## config.mk

```make
export PLATFORM = sky130hd
export DESIGN_NAME = program_counter_ext
export DESIGN_NICKNAME = d
export VERILOG_FILES = /design/src/rtl/program_counter_ext.sv
export SDC_FILE = /design/constraint.sdc
export NUM_CORES = 1
export LEC_CHECK = 0
export CAP_MARGIN = 20
export CORE_MARGIN = 5
export CORE_UTILIZATION = 25
export CTS_CLUSTER_SIZE = 24
export DETAILED_ROUTE_END_ITERATION = 7
export SLEW_MARGIN = 25
export SYNTH_ARGS = -nofsm -noshare
export SYNTH_HDL_FRONTEND = slang
export SYNTH_SLANG_ARGS = --single-unit
```

## constraint.sdc

```tcl
create_clock -name CLK -period 3.4 [get_ports CLK]
set_input_delay 1.02 -clock CLK [delete_from_list [all_inputs] [get_ports CLK]]
set_output_delay 1.02 -clock CLK [all_outputs]
set_load 0.02 [all_outputs]
```

## src/rtl/program_counter_ext.sv

```systemverilog
// Program counter with PDP-8 style memory-extension field registers (IF/IB/SF).
// Drives the extended address {IF,PC} to the memory-address multiplexer.
module program_counter_ext #(
  parameter int              WIDTH       = 12,
  parameter int              FIELD_W     = 3,
  parameter logic [WIDTH-1:0] RESET_VALUE = '0
) (
  input  logic                     CLK,
  input  logic                     CLR,
  input  logic [WIDTH-1:0]         IN,
  input  logic                     LD,
  input  logic                     SKIP,
  input  logic                     INC,
  input  logic                     LATCH,
  input  logic [FIELD_W-1:0]       FIELD_IN,
  input  logic                     LDIB,
  input  logic                     JMP,
  input  logic                     INTR,
  input  logic                     RESTORE,
  output logic [WIDTH-1:0]         PC,
  output logic [WIDTH-1:0]         PCLAT,
  output logic [FIELD_W-1:0]       IF,
  output logic [FIELD_W-1:0]       IB,
  output logic [FIELD_W-1:0]       SF,
  output logic [FIELD_W+WIDTH-1:0] ADDR,
  output logic                     WRAP
);

  logic [WIDTH:0]       stepVal;
  logic [WIDTH:0]       addSum;
  logic [WIDTH-1:0]     pcNext;
  logic                 wrapNext;
  logic [WIDTH-1:0]     pclatNext;
  logic [FIELD_W-1:0]   ifNext;
  logic [FIELD_W-1:0]   ibNext;
  logic [FIELD_W-1:0]   sfNext;

  // One extra bit on the adder so the carry-out becomes the WRAP flag.
  assign stepVal = SKIP ? (WIDTH+1)'(2) : (WIDTH+1)'(1);
  assign addSum  = {1'b0, PC} + stepVal;

  always_comb begin
    pcNext   = PC;
    wrapNext = 1'b0;
    if (LD) begin
      pcNext = IN;
    end else if (SKIP || INC) begin
      pcNext   = addSum[WIDTH-1:0];
      wrapNext = addSum[WIDTH];
    end
  end

  assign pclatNext = LATCH ? PC : PCLAT;

  // Interrupt entry pre-empts all other field traffic; otherwise a jump moves the
  // old IB into IF while LDIB/RESTORE may reload IB on the same edge.
  always_comb begin
    ifNext = IF;
    ibNext = IB;
    sfNext = SF;
    if (INTR) begin
      sfNext = IF;
      ifNext = '0;
      ibNext = '0;
    end else begin
      if (LD && JMP) begin
        ifNext = IB;
      end
      if (LDIB) begin
        ibNext = FIELD_IN;
      end else if (RESTORE) begin
        ibNext = SF;
      end
    end
  end

  always_ff @(posedge CLK) begin
    if (CLR) begin
      PC    <= RESET_VALUE;
      PCLAT <= '0;
      IF    <= '0;
      IB    <= '0;
      SF    <= '0;
      WRAP  <= 1'b0;
    end else begin
      PC    <= pcNext;
      PCLAT <= pclatNext;
      IF    <= ifNext;
      IB    <= ibNext;
      SF    <= sfNext;
      WRAP  <= wrapNext;
    end
  end

  assign ADDR = {IF, PC};

endmodule

```

Word level (Yosys, flattened, before mapping):

Cells that the tools add are included.

* shift operators: 0
* multiply operators: 0
* divide/modulo/power cells: 0
* multiplexer cells: 5
* equality and inequality tests: 0
* reduce and logical (&&, ||, !) cells: 6
* magnitude comparators: 0
* bitwise gates (word level): 1
* $add $sub $neg: 1

Operators with widths (number)
* 2-to-1 mux 12 bit: 2
* adder 12 x 2 -> 13 bit: 1
* 2-to-1 mux 3 bit: 2
* nonzero test 2 bit: 2
* OR reduction 3 bit: 1
* 2-to-1 mux 2 bit: 1
* OR reduction 2 bit: 1
* logical AND 1 bit: 1
* logical OR 1 bit: 1
* inverter 1 bit: 1

* bits in registers: 34
* logic and storage cells: 19
* bits in latches: 0
* RAM bits: 0
* memories: 0
* output and inout port bits: 49
* input bits: 25
* memory bits (read-only): 0

Depth between registers and ports, before layout:

* depth in word-level cells: 4
* depth in mapped cells: 8

Worst setup path before layout:

OpenSTA, ideal clock, no wires.

* path type: input -> register
* start: input port SKIP
* end: register PC[8]
* setup time: 0.117 ns
* path slack: 0.914 ns
* path buffers: 0
* cell stages on the path: 8
* arrival: 2.369 ns
* path through: inv_1 ha_1 inv_1 fa_1 o21ba_2 nand4_1 xnor2_1 a22o_1

* word-level cells in the longest chain between the ends: 4
* elaborated cells between the ends (all ways): 6
* those cells by class: add/sub (1); mux (3); reduce/logical (2)

RTL lines
* start, declared: RTL line 12 `input logic SKIP,`
* 2-to-1 mux 2 bit: RTL line 39 `assign stepVal = SKIP ? (WIDTH+1)'(2) : (WIDTH+1)'(1);`
* adder 12 x 2 -> 13 bit: RTL line 40 `assign addSum = {1'b0, PC} + stepVal;`
* 2-to-1 mux 12 bit: RTL line 47 `end else if (SKIP || INC) begin`
* 2-to-1 mux 12 bit: RTL line 45 `if (LD) begin`
* end signal, assigned: RTL line 86 `PC <= pcNext;`
* end, declared: RTL line 20 `output logic [WIDTH-1:0] PC,`

Parallel ways exist; a longest one is shown, timed or not. The select of a mux whose other input is x is not followed.
A chain may end at the register's enable or synchronous reset.

Worst setup path after layout:

Same ends and word-level chain as after synthesis.

==> flow_summary.ini <==
[power]
power_frac_seq = 0.466
switchingPower_mw = 0.2609
p_int_mw = 0.6826
powerDensity_mw_per_mm2 = 387.9
switching_share = 0.2766
ir_worst_vdd_v = 0.0001357
p_leak_nw = 0.9554
p_total_mw = 0.9436
power_frac_comb = 0.207
pwr-share-clk = 0.328

[clock_tree]
htreeDepth = 2
cts.repair.resized = 0
cts.reportedPaths.clkPinSlew_ns = 0.07
post_cts_buffers = 0
numCtsBuffers = 5
hold_buffers = 0
cts_tree = built
clock_latency_ns = 0.28
clockRootBuffer = clkbuf_8
clock-sinks = 34
cts_buffer_depth = 2

[finish]
drive_above_1_share = 0.05372
syn_to_final_growth_pct = 46.39
num_antenna_cells = 0
finalCoreUtilization = 0.3787
fin_nets = 269

[critical_path]
startpoint = SKIP
path_common_cell = inv_1
crit_type = primary input to register
crit_path_max_fanout = 6
max_stage_delay_ns = 0.46
crit_chain = clkdlybuf4s50_1 > inv_1 > ha_1 > inv_1 > fa_1 > o21ba_2 > nand4_1 > xnor2_1 > a22o_1
cp-start-kind = primary input
end_kind = register
worstRegToRegCells = 7
r2r-start = PC[0]
critPathRequiredTime_ns = 3.57
cp_slowest_cell = clkdlybuf4s50_1
r2r_slack_ns = 1.47
r2r_end = PC[8]
arrival_ns = 2.98

[die]
rows = 29
coreArea_mm2 = 0.006422
die_w_um = 91.53
die_h_um = 91.53
start_util = 0.2587
dieArea_mm2 = 0.008377
boundaryPins = 74

[drt]
via_per_inst = 4.442
drtPass1Iterations = 5
postRouteAntennaNets = 0
drt_iter0_drc = 65
drcViolationCount = 0
wl_per_cell_um = 14.02
vias = 1417
drt_wl_total_mm = 4.471

[min_path]
hp-class = register to register
min_from = IB[2]
whs_path_depth = 2
min_to = IF[2]

[synthesis]
syn-num-nets = 211
syn_inst = 183
synth-xor-area-share = 0.05271
synthSimpleGateAreaFrac = 0.1619
ys.flop_type = dfxtp_1
synth_edf_count = 0
synth_compound_area_frac = 0.09864
ys_seq_area_frac = 0.4096
synth_top_family_by_area = simple AND/OR/NAND/NOR gates
synthArstFlopShare = 0
synth_area_mm2 = 0.001662
synth_adder_area_share = 0.02711
ys_ff_latch = 34
synthMuxAreaShare = 0.1295
yosys_warnings = 0
postSynthAreaPerCell_um2 = 9.080
yosysUniqueCellTypes = 32

[sta]
fin_tns_setup_ns = 0
relSlewSlack = 0.5800
finalHoldViolCount = 0
final_max_slew_viol_count = 0
rsz0062_at_grt = no
fmaxAchievable_mhz = 355.9
worst_slew_pin_slew_ns = 0.6280
setup_viol = 0
fin_crit_sh = 0.8264
fin_skew_ns = 0.003594
timing.final.crit_period_ns = 2.810

[place]
gp_congestion = 0.6976
place_hpwl_mm = 3.244
portBuffers = 73

[global_route]
grt_overflow = 0
grt_pass1_vias = 1447
grt_use_total = 0.1082
antenna_found_initial = 0
grt_max_degree = 21
grt_pass1_wl_mm = 7.300

[status]
status = completed

[job]
drv_cap = 0
## how the worst max path moves through the flow
stage	endpoint	slack (ns)
after floorplan	PC[8]	0.91
after global placement	PC[10]	0.35
after detailed placement	PC[10]	0.31
after CTS	PC[8]	0.58
after global routing	PC[10]	0.46
final	PC[8]	0.59
## state kept, by name, indices dropped and copies added (netlist names)
| register | cells |
|---|---|
| PCLAT | 12 |
| WRAP | 1 |
| SF | 3 |
| IB | 3 |
| IF | 3 |
| PC | 12 |
## cells in the mapped netlist (2+ instances only)
library cell	instances	area share
nand2_1	6	0.014
inv_1	8	0.018
nor3b_1	2	0.0090
nand4_1	7	0.026
nor2_1	26	0.059
and2_1	2	0.0075
xnor2_1	7	0.037
clkbuf_1	4	0.0090
buf_4	17	0.077
o22ai_1	2	0.0075
ha_1	2	0.015
a22o_1	2	0.011
and4_1	2	0.011
a21oi_1	14	0.042
xor2_1	3	0.016
mux2i_1	20	0.12
dfxtp_1	34	0.41
o21a_1	5	0.023
nand3_1	7	0.021
## area by class of cell
cell class / instances / area [um^2]
inverter: 8 / 30.03
clock buffer: 7 / 86.33
tap: 77 / 96.34
fill: 670 / 3990
multi-input combinational: 116 / 780.7
clock inverter: 1 / 5.005
timing repair buffer: 76 / 753.2
sequential: 34 / 680.7
## logic make-up after synthesis
kind of cell             Yosys count
AND/OR/NAND/NOR                   56
flip-flops                        34
buffers and inverters             33
multiplexers                      21
adder cells (fa/ha/maj)            3
XOR/XNOR                          10
AO/OA/AOI/OAI                     26
## power groups by stage
stage          sequential [mW]  combinational [mW]  clock [mW]
2_1_floorplan            0.462              0.0939           0
5_1_grt                  0.443               0.211       0.340
4_1_cts                  0.440               0.198       0.326
6_report                 0.439               0.195       0.309
3_5_place_dp             0.449               0.197           0
3_3_place_gp             0.448               0.195           0
## cell usage in the layout, fill, tap and decap left out, drive strengths merged, types with 7 or more instances in the layout
cell type       n
a21oi          14
nand3           7
clkdlybuf4s50  73
mux2i          20
nor2           26
inv             8
dfxtp          34
xnor2           7
nand4           7
clkbuf          7
## metrics by stage
stage / hold WS (ns) / setup WS [ns] / std cells / instance area (um^2)
global placement: 0.4731 / 0.3514 / 311 / 2341
detailed placement: 0.4802 / 0.3056 / 311 / 2341
CTS: 0.4935 / 0.5809 / 319 / 2432
global route: 0.5256 / 0.4625 / 319 / 2432
finish: 0.4893 / 0.5902 / 319 / 2432
floorplan: 0.5541 / 0.9144 / 183 / 1662
## worst max-delay path, delay by kind of cell
kind	cells	cell delay (ns)
adder cells (fa/ha/maj)	2	0.51
buffers and inverters	3	0.63
AO/OA/AOI/OAI	2	0.51
XOR/XNOR	1	0.16
AND/OR/NAND/NOR	1	0.14
## layer usage
layer  share of wire  track usage  vias up
met1            0.46       0.1398      646
met5               0            0        -
met4           0.012      0.03769        0
met2            0.46       0.1716       47
met3           0.063      0.03140        5
li1                -            -      719
(Power assumes the default switching activity.)
